[src/rtl/nand_dq_tx.sv]
// NAND DQ/DQS write-burst transmitter: frames an even-length byte burst with a
// DQS preamble and postamble, presenting one byte per DQS edge.
module nand_dq_tx #(
  parameter int unsigned PRE_CYC  = 2,
  parameter int unsigned POST_CYC = 2
) (
  input  logic        CLK,
  input  logic        RST,
  input  logic        req_valid,
  input  logic [13:0] req_len,
  output logic        req_ready,
  input  logic [7:0]  wr_data,
  input  logic        wr_valid,
  output logic        wr_ready,
  output logic [7:0]  dq_out,
  output logic        dq_oe,
  output logic        dqs_out,
  output logic        dqs_oe,
  output logic        busy,
  output logic        done,
  output logic        err,
  output logic [2:0]  state_dbg
);

  // Handshakes: a request is taken on a rising edge where req_valid && req_ready;
  // a byte is taken on a rising edge where wr_valid && wr_ready. wr_ready
  // depends combinationally on wr_valid, so the producer may not wait on it.
  typedef enum logic [2:0] {
    S_IDLE = 3'd0,
    S_PRE  = 3'd1,
    S_DATA = 3'd2,
    S_POST = 3'd3,
    S_DONE = 3'd4
  } state_t;

  localparam logic [3:0] PRE_LOAD  = 4'(PRE_CYC - 1);
  localparam logic [3:0] POST_LOAD = 4'(POST_CYC - 1);

  state_t      state_q, state_d;
  logic [13:0] cnt_q, cnt_d;
  logic [3:0]  ph_q, ph_d;
  logic [7:0]  dq_q, dq_d;
  logic        dqs_q, dqs_d;
  logic        err_q, err_d;
  logic [13:0] len_even;
  logic        consume;

  assign len_even = req_len & 14'h3ffe;

  always_comb begin
    state_d = state_q;
    cnt_d   = cnt_q;
    ph_d    = ph_q;
    dq_d    = dq_q;
    dqs_d   = dqs_q;
    err_d   = err_q;
    consume = 1'b0;

    case (state_q)
      S_IDLE: begin
        if (req_valid) begin
          cnt_d = len_even;
          if (len_even == 14'd0) begin
            err_d   = 1'b1;
            state_d = S_DONE;
          end else begin
            err_d   = 1'b0;
            ph_d    = PRE_LOAD;
            state_d = S_PRE;
          end
        end
      end

      S_PRE: begin
        if (ph_q == 4'd0) begin
          state_d = S_DATA;
        end else begin
          ph_d = ph_q - 4'd1;
        end
      end

      S_DATA: begin
        // The last byte is still on the bus for one cycle after the count
        // hits zero, so POST starts only once it has been presented.
        if (cnt_q == 14'd0) begin
          ph_d    = POST_LOAD;
          state_d = S_POST;
        end else if (wr_valid) begin
          consume = 1'b1;
          dq_d    = wr_data;
          dqs_d   = ~dqs_q;
          cnt_d   = cnt_q - 14'd1;
        end
      end

      S_POST: begin
        dqs_d = 1'b0;
        if (ph_q == 4'd0) begin
          state_d = S_DONE;
        end else begin
          ph_d = ph_q - 4'd1;
        end
      end

      S_DONE: begin
        err_d   = 1'b0;
        state_d = S_IDLE;
      end

      default: begin
        state_d = S_IDLE;
      end
    endcase
  end

  always_ff @(posedge CLK) begin
    if (RST) begin
      state_q <= S_IDLE;
      cnt_q   <= 14'd0;
      ph_q    <= 4'd0;
      dq_q    <= 8'h00;
      dqs_q   <= 1'b0;
      err_q   <= 1'b0;
    end else begin
      state_q <= state_d;
      cnt_q   <= cnt_d;
      ph_q    <= ph_d;
      dq_q    <= dq_d;
      dqs_q   <= dqs_d;
      err_q   <= err_d;
    end
  end

  always_comb begin
    req_ready = (state_q == S_IDLE);
    wr_ready  = consume;
    dq_out    = dq_q;
    dq_oe     = (state_q == S_DATA);
    dqs_out   = dqs_q;
    dqs_oe    = (state_q == S_PRE) || (state_q == S_DATA) || (state_q == S_POST);
    busy      = (state_q != S_IDLE);
    done      = (state_q == S_DONE);
    err       = (state_q == S_DONE) && err_q;
    state_dbg = state_q;
  end

  a_wr_ready_in_data : assert property (@(posedge CLK) disable iff (RST)
    wr_ready |-> (state_q == S_DATA));

  a_done_single : assert property (@(posedge CLK) disable iff (RST)
    done |=> !done);

endmodule
[config.mk]
export PLATFORM = sky130hd
export DESIGN_NAME = nand_dq_tx
export DESIGN_NICKNAME = d
export VERILOG_FILES = /design/src/rtl/nand_dq_tx.sv
export SDC_FILE = /design/constraint.sdc
export NUM_CORES = 1
export LEC_CHECK = 0
export BUFFER_PORTS_ARGS = -buffer_cell sky130_fd_sc_hd__buf_2
export CORE_ASPECT_RATIO = 1.2
export CORE_MARGIN = 5
export CORE_UTILIZATION = 47
export CTS_CLUSTER_DIAMETER = 80
export DETAILED_ROUTE_END_ITERATION = 12
export PLACE_DENSITY_LB_ADDON = 0.12
export SYNTH_ARGS = -nofsm -noshare
export SYNTH_HDL_FRONTEND = slang
export SYNTH_SLANG_ARGS = --single-unit
[constraint.sdc]
create_clock -name CLK -period 1.95 [get_ports CLK]
set_clock_uncertainty 0.2 [all_clocks]
set_input_delay 0.195 -clock CLK [delete_from_list [all_inputs] [get_ports CLK]]
set_output_delay 0.195 -clock CLK [all_outputs]
set_load 0.05 [all_outputs]
# Yosys cells after proc, flatten, opt, wreduce, memory -nomap -nowiden
# Cells that the tools add are included.
totals:
  input_bits: 26
  ff_bits: 31
classes:
  eq_ne: 12
  mux: 24
  n_reduce_logical: 19
  n_addsub: 2
  bitwise: 2
ops:
  columns: ["operator", "count"]
  rows:
  - ["$mux 14", 3]
  - ["$logic_not 14->1", 2]
  - ["$pmux 14 s2", 1]
  - ["$mux 4", 4]
  - ["$mux 3", 5]
  - ["$ne 2x2->1 const B", 7]
  - ["$sub 14x1->14 const B", 1]
  - ["$pmux 3 s4", 1]
  - ["$pmux 4 s3", 1]
  - ["$reduce_and 4->1", 2]
  - ["$mux 1", 7]
  - ["$eq 3x2->1 const B", 2]
  - ["$reduce_and 3->1", 2]
  - ["$reduce_bool 2->1", 3]
  - ["$reduce_bool 3->1", 2]
  - ["$reduce_and 5->1", 1]
  - ["$logic_not 4->1", 1]
  - ["$pmux 1 s2", 2]
  - ["$sub 4x1->4 const B", 1]
  - ["$eq 3x1->1 const B", 1]
  - ["$eq 3x3->1 const B", 1]
  - ["$logic_not 3->1", 1]
  - ["$logic_or 1x1->1", 2]
  - ["$ne 2x1->1 const B", 1]
  - ["4 further kinds", 5]

# Depth between registers and ports, before layout
# Gate-level depths: netlist of run 1.
logic_depth:
  depth_word: 4
  ltp_mapped: 9
  mapped_depth_nobuf: 8

# Least setup slack after synthesis of run 1
# No wires, ideal clock.
synth_path:
  kind: "register -> register"
  startpoint: "reg state_q[2] (netlist: state_dbg[2])"
  endpoint: "reg ph_q[1]"
  path_stages_with_launch: 8
  period_less_slack_ns: 2.762
  path_slack_ns: -0.812
  t_required_ns: 1.636
  arrival_ns: 2.448
  cell_sequence: "dfxtp_1 -> buf_2 -> nor3_4 -> inv_1 -> nor2_1 -> nor2_1 -> o2111a_1 -> a2111oi_0"
synth_lines:
  columns: ["element", "line", "source"]
  rows:
  - ["start: declaration", "39", "state_t state_q, state_d;"]
  - ["start signal: assignment", "125", "state_q <= state_d;"]
  - ["$logic_not 3->1 *", null, null]
  - ["via req_ready", "11", "output logic req_ready,"]
  - ["$ne 2x2->1 (no source line) / $reduce_bool 3->1 (equally long branches)", null, null]
  - ["$reduce_and 5->1 (no source line)", null, null]
  - ["end signal: assignment", "127", "ph_q <= ph_d;"]
  - ["end: declaration", "41", "logic [3:0] ph_q, ph_d;"]
# The timed path passes the listed nets; every way through them passes the cells marked *.
# A chain may end at the register's enable or synchronous reset.

# Final worst setup path of run 1
layout_path:
  startpoint: "reg cnt_q[9]"
  endpoint: "reg cnt_q[2]"
layout_between:
  elab_chain_len: 3
layout_lines:
  columns: ["element", "line", "source"]
  rows:
  - ["start: declaration", "40", "logic [13:0] cnt_q, cnt_d;"]
  - ["start signal: assignment", "126", "cnt_q <= cnt_d;"]
  - ["$logic_not 14->1", "85", "if (cnt_q == 14'd0) begin"]
  - ["$ne 2x2->1 (no source line)", null, null]
  - ["$reduce_and 4->1 (no source line)", null, null]
# No other way between the ends.

==> out/qor.yml, run 1 <==
power_and_ir_drop:
  p_per_area_nw_per_um2: 1770
  peakVddDrop_mv: 0.793
  cellLeakagePower_uw: 0.00107
placed_design:
  portBuffers: 43
  place_inst: 318
  dp_hpwl_um: 3360
  gp_routability_congestion: 0.820
sta:
  setup_viol: 30
  fmax_ghz: 0.468
  rsz0062_at_grt: "yes"
  slew_viol_final: 0
  fin_ws_ns: -0.185
  worstMarginPinSlew_ns: 0.482
  tns_ns: -3.43
  hold_violations: 0
  finalCriticalPeriod_ns: 2.14
  slew_headroom_pct: 67.9
  timing.final.crit_share_pct: 110
synth:
  synth.most_common_cell: "nand2_1"
  yosysTopAreaCell: "dfxtp_1"
  synth_edf_count: 0
  yosys_warnings: 0
  synthTopCellsByCount: "38 x nand2_1, 31 x dfxtp_1, 27 x a21oi_1"
  netlist_area_um2: 1710
  synthCells: 221
  synth-async-reset-ratio_pct: 0
  ys.flop_type: "dfxtp_1"
  yosysSeqAreaShare_pct: 36.2
  syn_avg_cell_area_um2: 7.76
  synth_top_area_share_pct: 36.2
  synthTopCellsByArea: "dfxtp_1 36%, nand2_1 8.3%, a21oi_1 7.9%"
  ys_ff_latch: 31
  synth_cell_types: 48
  syn-num-nets: 249
routing:
  drt_pass1_iterations: 4
  wl_per_cell_um: 14.7
  vias_per_cell: 5.62
  routed_wl_um: 5000
  num_vias: 1917
  drt-initial-drc-count: 139
  drc: 0
  ant_nets: 0
critical_path:
  cp_top_family: "simple AND/OR/NAND/NOR gates"
  crit_required_ns: 1.92
  cp_slowest_stage_delay_ns: 0.46
  crit_buf_inv: 3
  arrival_ns: 2.10
  crit_type: "register to register"
  cp-end-kind: "register"
  startpoint_type: "register"
  slowest_stage: "or4_4"
  crit_chain: "or2_1 -> or4_4 -> o211ai_4 -> inv_2 -> buf_4 -> a21oi_4 -> buf_12 -> o32ai_1"
  path_max_fanout: 13
clock_network:
  clk_latency_ns: 0.29
  cts_tree: "built"
  clock-root-buffer: "clkbuf_8"
  htree_num_levels: 2
  cts_buffer_depth: 2
  clock_sinks: 31
  clk_pin_slew_ns: 0.07
  cts_buffers: 5
floorplanning:
  row_count: 24
  design.portCount: 45
  dieWidth_um: 65.1
  die_h_um: 76.2
  die_area_um2: 4960
  start_util_pct: 48.0
  core_area_um2: 3570
global_routing:
  grt_pass1_vias: 1839
  grt-ovfl-total: 0
  grt_max_degree: 32
  grtUsageTotal_pct: 21.1
  grt_pass1_wl_um: 8420
  antenna_found_initial: 1
hold_path:
  holdCritPathClass: "input pin to register"
status:
  violations: "negative setup slack"
  outcome: "finished, violations left"
flow_run:
  drv_cap: 0
layout:
  drive_gt1_share_pct: 33.6
  layout-area-overhead-vs-synth_pct: 41.5
  fin_cells: 341
  fin_nets: 328
-- cell type report --
class | instances | area [um^2]
Tap cell | 39 | 48.8
Inverter | 11 | 50.0
Timing Repair Buffer | 86 | 584
Sequential cell | 31 | 627
Clock inverter | 1 | 30.0
Fill cell | 314 | 1150
Clock buffer | 7 | 76.3
Multi-Input combinational cell | 165 | 1010
Antenna cell | 1 | 2.50
-- stage by stage --
| step | hold slack [ns] | util (%) | setup slack (ns) | area, um^2 | total power, uW |
|---|---|---|---|---|---|
| 6_report | 0.0136 | 67.9 | -0.185 | 2420 | 4280 |
| 5_1_grt | 0.0100 | 67.9 | -0.308 | 2420 | 4580 |
| 4_1_cts | 0.00445 | 67.2 | -0.182 | 2400 | 4200 |
| 3_5_place_dp | 0.242 | 60.5 | -0.126 | 2160 | 3470 |
| 3_3_place_gp | 0.236 | 60.5 | -0.0950 | 2160 | 3450 |
| 2_1_floorplan | 0.0759 | - | -0.729 | 1750 | 2660 |
-- power by group --
group | internal [uW] | switching, uW | total [uW]
Sequential | 814 | 138 | 952
Combinational | 1150 | 1550 | 2700
Clock | 382 | 249 | 631
Total | 2350 | 1940 | 4280
-- metal layers --
metal	vias up	GRT usage [%]	wire length, um
met5	-	0	0
met3	11	4.87	266
met2	61	34.5	2440
li1	957	-	-
met4	0	9.13	162
met1	888	26.1	2130
-- repair_timing --
action                                  4_1_cts  5_1_grt
endpoints found under the setup margin       24       30
gates resized for setup                       7        0
setup buffers                                 3        3
pin swaps                                     2        0
hold endpoints to repair                      8        0
hold buffers                                  8        0
-- flip-flops by register name, summed over array words and instances (netlist names) --
name / cells
state_dbg: 3
ph_q: 4
cnt_q: 14
err_q: 1
dq_out: 8
dqs_out: 1
-- placed cells by master, fill, tap and decap left out, types with 2 or more instances in the layout --
cell type,synthesis,routed
a21oi_1,27,27
xor2_1,3,3
buf_4,1,33
a22oi_1,3,3
a31oi_1,2,2
nor3b_1,3,3
clkbuf_1,8,2
dlygate4sd3_1,0,8
o31a_1,2,2
o32ai_1,11,11
and2_1,2,2
a32oi_1,2,2
o21ai_0,2,2
a2111oi_0,2,2
ha_1,2,2
buf_2,3,42
and3_1,2,2
nor3_1,9,9
nand3_1,3,2
dfxtp_1,31,28
clkbuf_8,0,5
inv_1,9,8
o21a_1,2,2
or4_1,2,2
dfxtp_2,0,2
nor2_1,26,26
nor4_1,2,2
nand2_1,38,38
-- path summary, 6_finish.rpt --
check,start,endpoint,slack [ns],cells after the start
max,cnt_q[9]$_SDFFE_PP0P_,cnt_q[2]$_SDFFE_PP0P_,-0.19,8
min,RST,dq_out[7]$_SDFFE_PP0P_,0.01,2
max reg2reg,cnt_q[9]$_SDFFE_PP0P_,cnt_q[2]$_SDFFE_PP0P_,-0.19,8
min reg2reg,dq_out[1]$_SDFFE_PP0P_,dq_out[1]$_SDFFE_PP0P_,0.25,2
-- worst reg2reg max path, cell delays in order, from the launching register on --
cell and delay (ns):
dfxtp_1 0.31, or2_1 0.25, or4_4 0.46, o211ai_4 0.20, inv_2 0.08, buf_4 0.14, a21oi_4 0.12, buf_12 0.15
o32ai_1 0.10
-- cells by family (layout without fill, tap and decap cells) --
family / Yosys count / in the layout / synth area share [%]
and+or+nand+nor: 97 / 97 / 28.1
AOI/OAI and AO/OA: 62 / 62 / 25.8
DFF: 31 / 31 / 36.2
buffers and inverters: 25 / 105 / 6.35
xor gates and xnor gates: 4 / 4 / 2.04
adders and majority gates: 2 / 2 / 1.46
other: 0 / 1 / 0
Power figures use the tool's default switching activity.
==> run 2, diff against run 1 <==
--- a/config.mk
+++ b/config.mk
@@ -9,6 +9,7 @@
 export CORE_ASPECT_RATIO = 1.2
 export CORE_MARGIN = 5
 export CORE_UTILIZATION = 47
+export CTS_BUF_LIST = sky130_fd_sc_hd__clkbuf_4 sky130_fd_sc_hd__clkbuf_8 sky130_fd_sc_hd__clkbuf_16
 export CTS_CLUSTER_DIAMETER = 80
 export DETAILED_ROUTE_END_ITERATION = 12
 export PLACE_DENSITY_LB_ADDON = 0.12
==> out/qor.yml, run 2 (same netlist as run 1, synthesis figures left out) <==
global_routing:
  antenna_found_initial: 1
  grtUsageTotal_pct: 21.1
  grt_pass1_vias: 1812
  grt-ovfl-total: 0
  grt_pass1_wl_um: 8420
  grt_max_degree: 32
sta:
  hold_violations: 0
  timing.final.crit_share_pct: 111
  finalCriticalPeriod_ns: 2.16
  rsz0062_at_grt: "yes"
  slew_headroom_pct: 69.7
  setup_viol: 28
  slew_viol_final: 0
  fin_ws_ns: -0.210
  fmax_ghz: 0.463
  worstMarginPinSlew_ns: 0.454
critical_path:
  reg2reg_from: "cnt_q[9]$_SDFFE_PP0P_"
  crit_required_ns: 1.55
  reg2reg_setup_slack_ns: -0.20
  arrival_ns: 1.77
  cp-end-kind: "primary output"
  path_max_fanout: 3
  r2r_end: "cnt_q[5]$_SDFFE_PP0P_"
  crit_type: "register to primary output"
  startpoint_type: "register"
  worstRegToRegCells: 8
routing:
  num_vias: 1895
  wl_per_cell_um: 14.8
  drt_pass1_iterations: 4
  drt-initial-drc-count: 142
  routed_wl_um: 5030
  vias_per_cell: 5.57
  drc: 0
  ant_nets: 0
layout:
  final_common_cell: "buf_2"
  final_cell_mix: "42 x buf_2, 38 x nand2_1, 31 x buf_4"
  drive_gt1_share_pct: 34.0
  final_area_um2: 2440
  multiInputGateArea_um2: 1010
  seqCellArea_um2: 627
  layout-area-overhead-vs-synth_pct: 42.5
  largest_register_ffs: 14
  top_register: "cnt_q"
  fillCellCount: 310
  final_util_pct: 68.3
  fin_nets: 327
clock_network:
  cts_buffers: 5
  cts_buffer_depth: 2
  clk_pin_slew_ns: 0.06
  cts_tree: "built"
  clock_sinks: 31
  htree_num_levels: 2
  clk_latency_ns: 0.29
  clock-root-buffer: "clkbuf_8"
power_and_ir_drop:
  p_per_area_nw_per_um2: 1770
  peakVddDrop_mv: 0.864
  cellLeakagePower_uw: 0.00107
  p_seq_share_pct: 22.1
  switching_power_uw: 1950
  p_total_uw: 4330
  power.share.clock_pct: 15.2
  pwr-share-comb_pct: 62.7
  sw_frac_of_total_pct: 45.0
  internal_power_uw: 2380
floorplanning:
  start_util_pct: 48.0
  die_h_um: 76.2
  dieWidth_um: 65.1
  die_area_um2: 4960
  core_area_um2: 3570
  row_count: 24
  design.portCount: 45
placed_design:
  dp_hpwl_um: 3360
  portBuffers: 43
  gp_routability_congestion: 0.820
  place_ws_ns: -0.126
  placed_area_um2: 2160
hold_path:
  holdCritPathClass: "input pin to register"
  min-delay-start: "RST"
  hold_path_end: "dq_out[7]$_SDFFE_PP0P_"
  worstHoldPathCells: 2
flow_run:
  drv_cap: 0
status:
  violations: "negative setup slack"
  outcome: "finished, violations left"
run 2: what timing repair did:
action | CTS | global route
resized for setup | 7 | 2
pin swaps | 2 | 0
endpoints found under the hold margin | 8 | 0
hold buffers | 8 | 0
buffers inserted | 2 | 3
setup endpoints to repair | 24 | 30
run 2: through the flow:
step                      hold WS, ns  setup TNS (ns)  cells
after floorplan                0.0759           -8.39    221
after CTS                     0.00445           -3.03    336
after detailed placement        0.242           -1.74    318
after global routing          0.00914           -5.60    340
final                          0.0135           -3.37    340
after global placement          0.236           -1.43    318
run 2: cell type report:
cell class / instances / area share, %
multi-input cells: 165 / 41.2
well taps: 39 / 2.00
flip-flops and latches: 31 / 25.7
clock buffers: 7 / 3.43
inverters: 11 / 2.05
repair buffers: 85 / 24.3
diodes: 1 / 0.102
clock inverters: 1 / 1.23
run 2: how the worst max path moves through the flow:
stage	startpoint	end	slack, ns	depth (start not counted)
after detailed placement	cnt_q[9]$_SDFFE_PP0P_	cnt_q[1]$_SDFFE_PP0P_	-0.13	6
after CTS	cnt_q[9]$_SDFFE_PP0P_	wr_ready	-0.20	5
after floorplan	state_dbg[1]$_SDFFE_PP0P_	ph_q[1]$_SDFFE_PP0P_	-0.73	7
after global placement	cnt_q[9]$_SDFFE_PP0P_	cnt_q[1]$_SDFFE_PP0P_	-0.1	6
after global routing	cnt_q[0]$_SDFFE_PP0P_	cnt_q[9]$_SDFFE_PP0P_	-0.27	10
final	cnt_q[9]$_SDFFE_PP0P_	wr_ready	-0.21	5
run 2: routing by layer:
| layer | track usage [%] | share of wire, % |
|---|---|---|
| met4 | 7.88 | 1.5 |
| met1 | 26.3 | 43 |
| met2 | 34.9 | 51 |
| met3 | 4.72 | 4.2 |
| met5 | 0 | 0 |
run 2: critical path, stage by stage, from the launching register on:
cell and delay, ns:
dfxtp_1 0.31, or2_1 0.25, or4_4 0.46, o211ai_4 0.20, inv_2 0.10, buf_8 0.16
run 2: power by group through the flow:
stage / logic (uW) / registers, uW / clock network, uW
after floorplan: 1550 / 1120 / 0
after global placement: 2490 / 962 / 0
after detailed placement: 2500 / 967 / 0
after CTS: 2610 / 953 / 669
after global routing: 2940 / 975 / 703
final: 2720 / 956 / 661
==> run 3, diff against run 2 <==
--- a/config.mk
+++ b/config.mk
@@ -13,6 +13,7 @@
 export CTS_CLUSTER_DIAMETER = 80
 export DETAILED_ROUTE_END_ITERATION = 12
 export PLACE_DENSITY_LB_ADDON = 0.12
+export SKIP_CTS_REPAIR_TIMING = 1
 export SYNTH_ARGS = -nofsm -noshare
 export SYNTH_HDL_FRONTEND = slang
 export SYNTH_SLANG_ARGS = --single-unit
==> out/qor.yml, run 3 (same netlist as run 1, synthesis figures left out) <==
power_and_ir_drop:
  p_seq_share_pct: 21.9
  cellLeakagePower_uw: 0.00107
  p_per_area_nw_per_um2: 1790
  pwr-share-comb_pct: 63.2
  power.share.clock_pct: 15.0
  switching_power_uw: 1950
  peakVddDrop_mv: 0.878
  internal_power_uw: 2430
  sw_frac_of_total_pct: 44.5
critical_path:
  r2r_end: "cnt_q[1]$_SDFFE_PP0P_"
  cp-end-kind: "primary output"
  crit_start: "cnt_q[9]$_SDFFE_PP0P_"
  path_max_fanout: 4
  reg2reg_from: "cnt_q[9]$_SDFFE_PP0P_"
  arrival_ns: 1.79
  reg2reg_setup_slack_ns: -0.16
  crit_required_ns: 1.55
  worstRegToRegCells: 6
  startpoint_type: "register"
  crit_type: "register to primary output"
global_routing:
  grt_max_degree: 32
  grt-ovfl-total: 0
  grt_pass1_vias: 1732
  grt_pass1_wl_um: 7890
  antenna_found_initial: 0
  grtUsageTotal_pct: 19.6
layout:
  final_common_cell: "buf_2"
  n_antenna_cell: 0
  final_cell_mix: "42 x buf_2, 38 x nand2_1, 32 x buf_4"
  top_register: "cnt_q"
  fin_nets: 327
  fin_cells: 339
  largest_register_ffs: 14
  layout-area-overhead-vs-synth_pct: 42.6
  seqCellArea_um2: 629
  fillCellCount: 312
  multiInputGateArea_um2: 1030
  drive_gt1_share_pct: 36.0
routing:
  vias_per_cell: 5.58
  drc: 0
  wl_per_cell_um: 14.7
  drt_pass1_iterations: 4
  drt-initial-drc-count: 103
  ant_nets: 0
  routed_wl_um: 4980
  num_vias: 1892
clock_network:
  cts_buffer_depth: 2
  clk_latency_ns: 0.29
  clk_pin_slew_ns: 0.06
  cts_buffers: 5
  clock_sinks: 31
  clock-root-buffer: "clkbuf_8"
  cts_tree: "built"
  htree_num_levels: 2
floorplanning:
  die_h_um: 76.2
  design.portCount: 45
  die_area_um2: 4960
  dieWidth_um: 65.1
  start_util_pct: 48.0
  row_count: 24
  core_area_um2: 3570
status:
  outcome: "finished, violations left"
  violations: "negative setup slack"
sta:
  rsz0062_at_grt: "yes"
  fin_ws_ns: -0.239
  worstMarginPinSlew_ns: 0.493
  slew_viol_final: 0
  hold_ws_ns: 0.0120
  slew_headroom_pct: 67.1
  setup_viol: 30
  finalCriticalPeriod_ns: 2.19
  hold_violations: 0
  fmax_ghz: 0.457
  timing.final.crit_share_pct: 112
flow_run:
  drv_cap: 0
placed_design:
  gp_routability_congestion: 0.820
  dp_hpwl_um: 3360
  portBuffers: 43
  place_ws_ns: -0.126
  place_inst: 318
hold_path:
  hold_path_end: "dq_out[7]$_SDFFE_PP0P_"
  worstHoldPathCells: 2
  min-delay-start: "RST"
  holdCritPathClass: "input pin to register"
==> run 3: cell types whose count changed in the layout (fill, tap and decap cells not counted), moves of 2 or more <==
cell     change
dfxtp_2      +2
a21oi_1      -2
buf_8        -2
a21oi_2      +2
dfxtp_1      -2
buf_6        +2
==> run 3: worst max path at each step <==
stage,end,slack [ns],depth (start not counted)
2_1_floorplan,ph_q[1]$_SDFFE_PP0P_,-0.73,7
3_3_place_gp,cnt_q[1]$_SDFFE_PP0P_,-0.1,6
3_5_place_dp,cnt_q[1]$_SDFFE_PP0P_,-0.13,6
4_1_cts,wr_ready,-0.31,5
5_1_grt,wr_ready,-0.29,5
6_report,wr_ready,-0.24,5
==> run 3: worst max-delay path, cell delays in order (launching register included) <==
cell and delay, ns:
dfxtp_2 0.32, or2_1 0.25, or4_4 0.46, o211ai_4 0.23, inv_4 0.09, buf_6 0.16
==> run 3: metrics by stage <==
| step | area, um^2 | setup TNS [ns] | util (%) | total power [uW] |
|---|---|---|---|---|
| 2_1_floorplan | 1750 | -8.39 | - | 2660 |
| 3_3_place_gp | 2160 | -1.43 | 60.5 | 3450 |
| 3_5_place_dp | 2160 | -1.74 | 60.5 | 3470 |
| 4_1_cts | 2280 | -2.47 | 63.7 | 4130 |
| 5_1_grt | 2440 | -5.34 | 68.4 | 4690 |
| 6_report | 2440 | -2.63 | 68.4 | 4380 |
==> run 3: layer usage <==
metal | GRT usage [%] | share of wire [%]
met1 | 24.8 | 41
met2 | 32.5 | 52
met3 | 4.72 | 5.5
met4 | 5.81 | 1.5
met5 | 0 | 0
==> run 3: area by class of cell <==
class                      instances  area share [%]
clock buffer                       7            3.43
clock inverter                     1            1.23
inverter                          11            2.15
multi-input combinational        165            42.0
sequential                        31            25.8
tap                               39            2.00
timing repair buffer              85            23.5
==> run 3: power groups by stage <==
stage | Sequential (uW) | Clock, uW | Combinational, uW
2_1_floorplan | 1120 | 0 | 1550
3_3_place_gp | 962 | 0 | 2490
3_5_place_dp | 967 | 0 | 2500
4_1_cts | 952 | 669 | 2510
5_1_grt | 979 | 703 | 3010
6_report | 958 | 656 | 2770
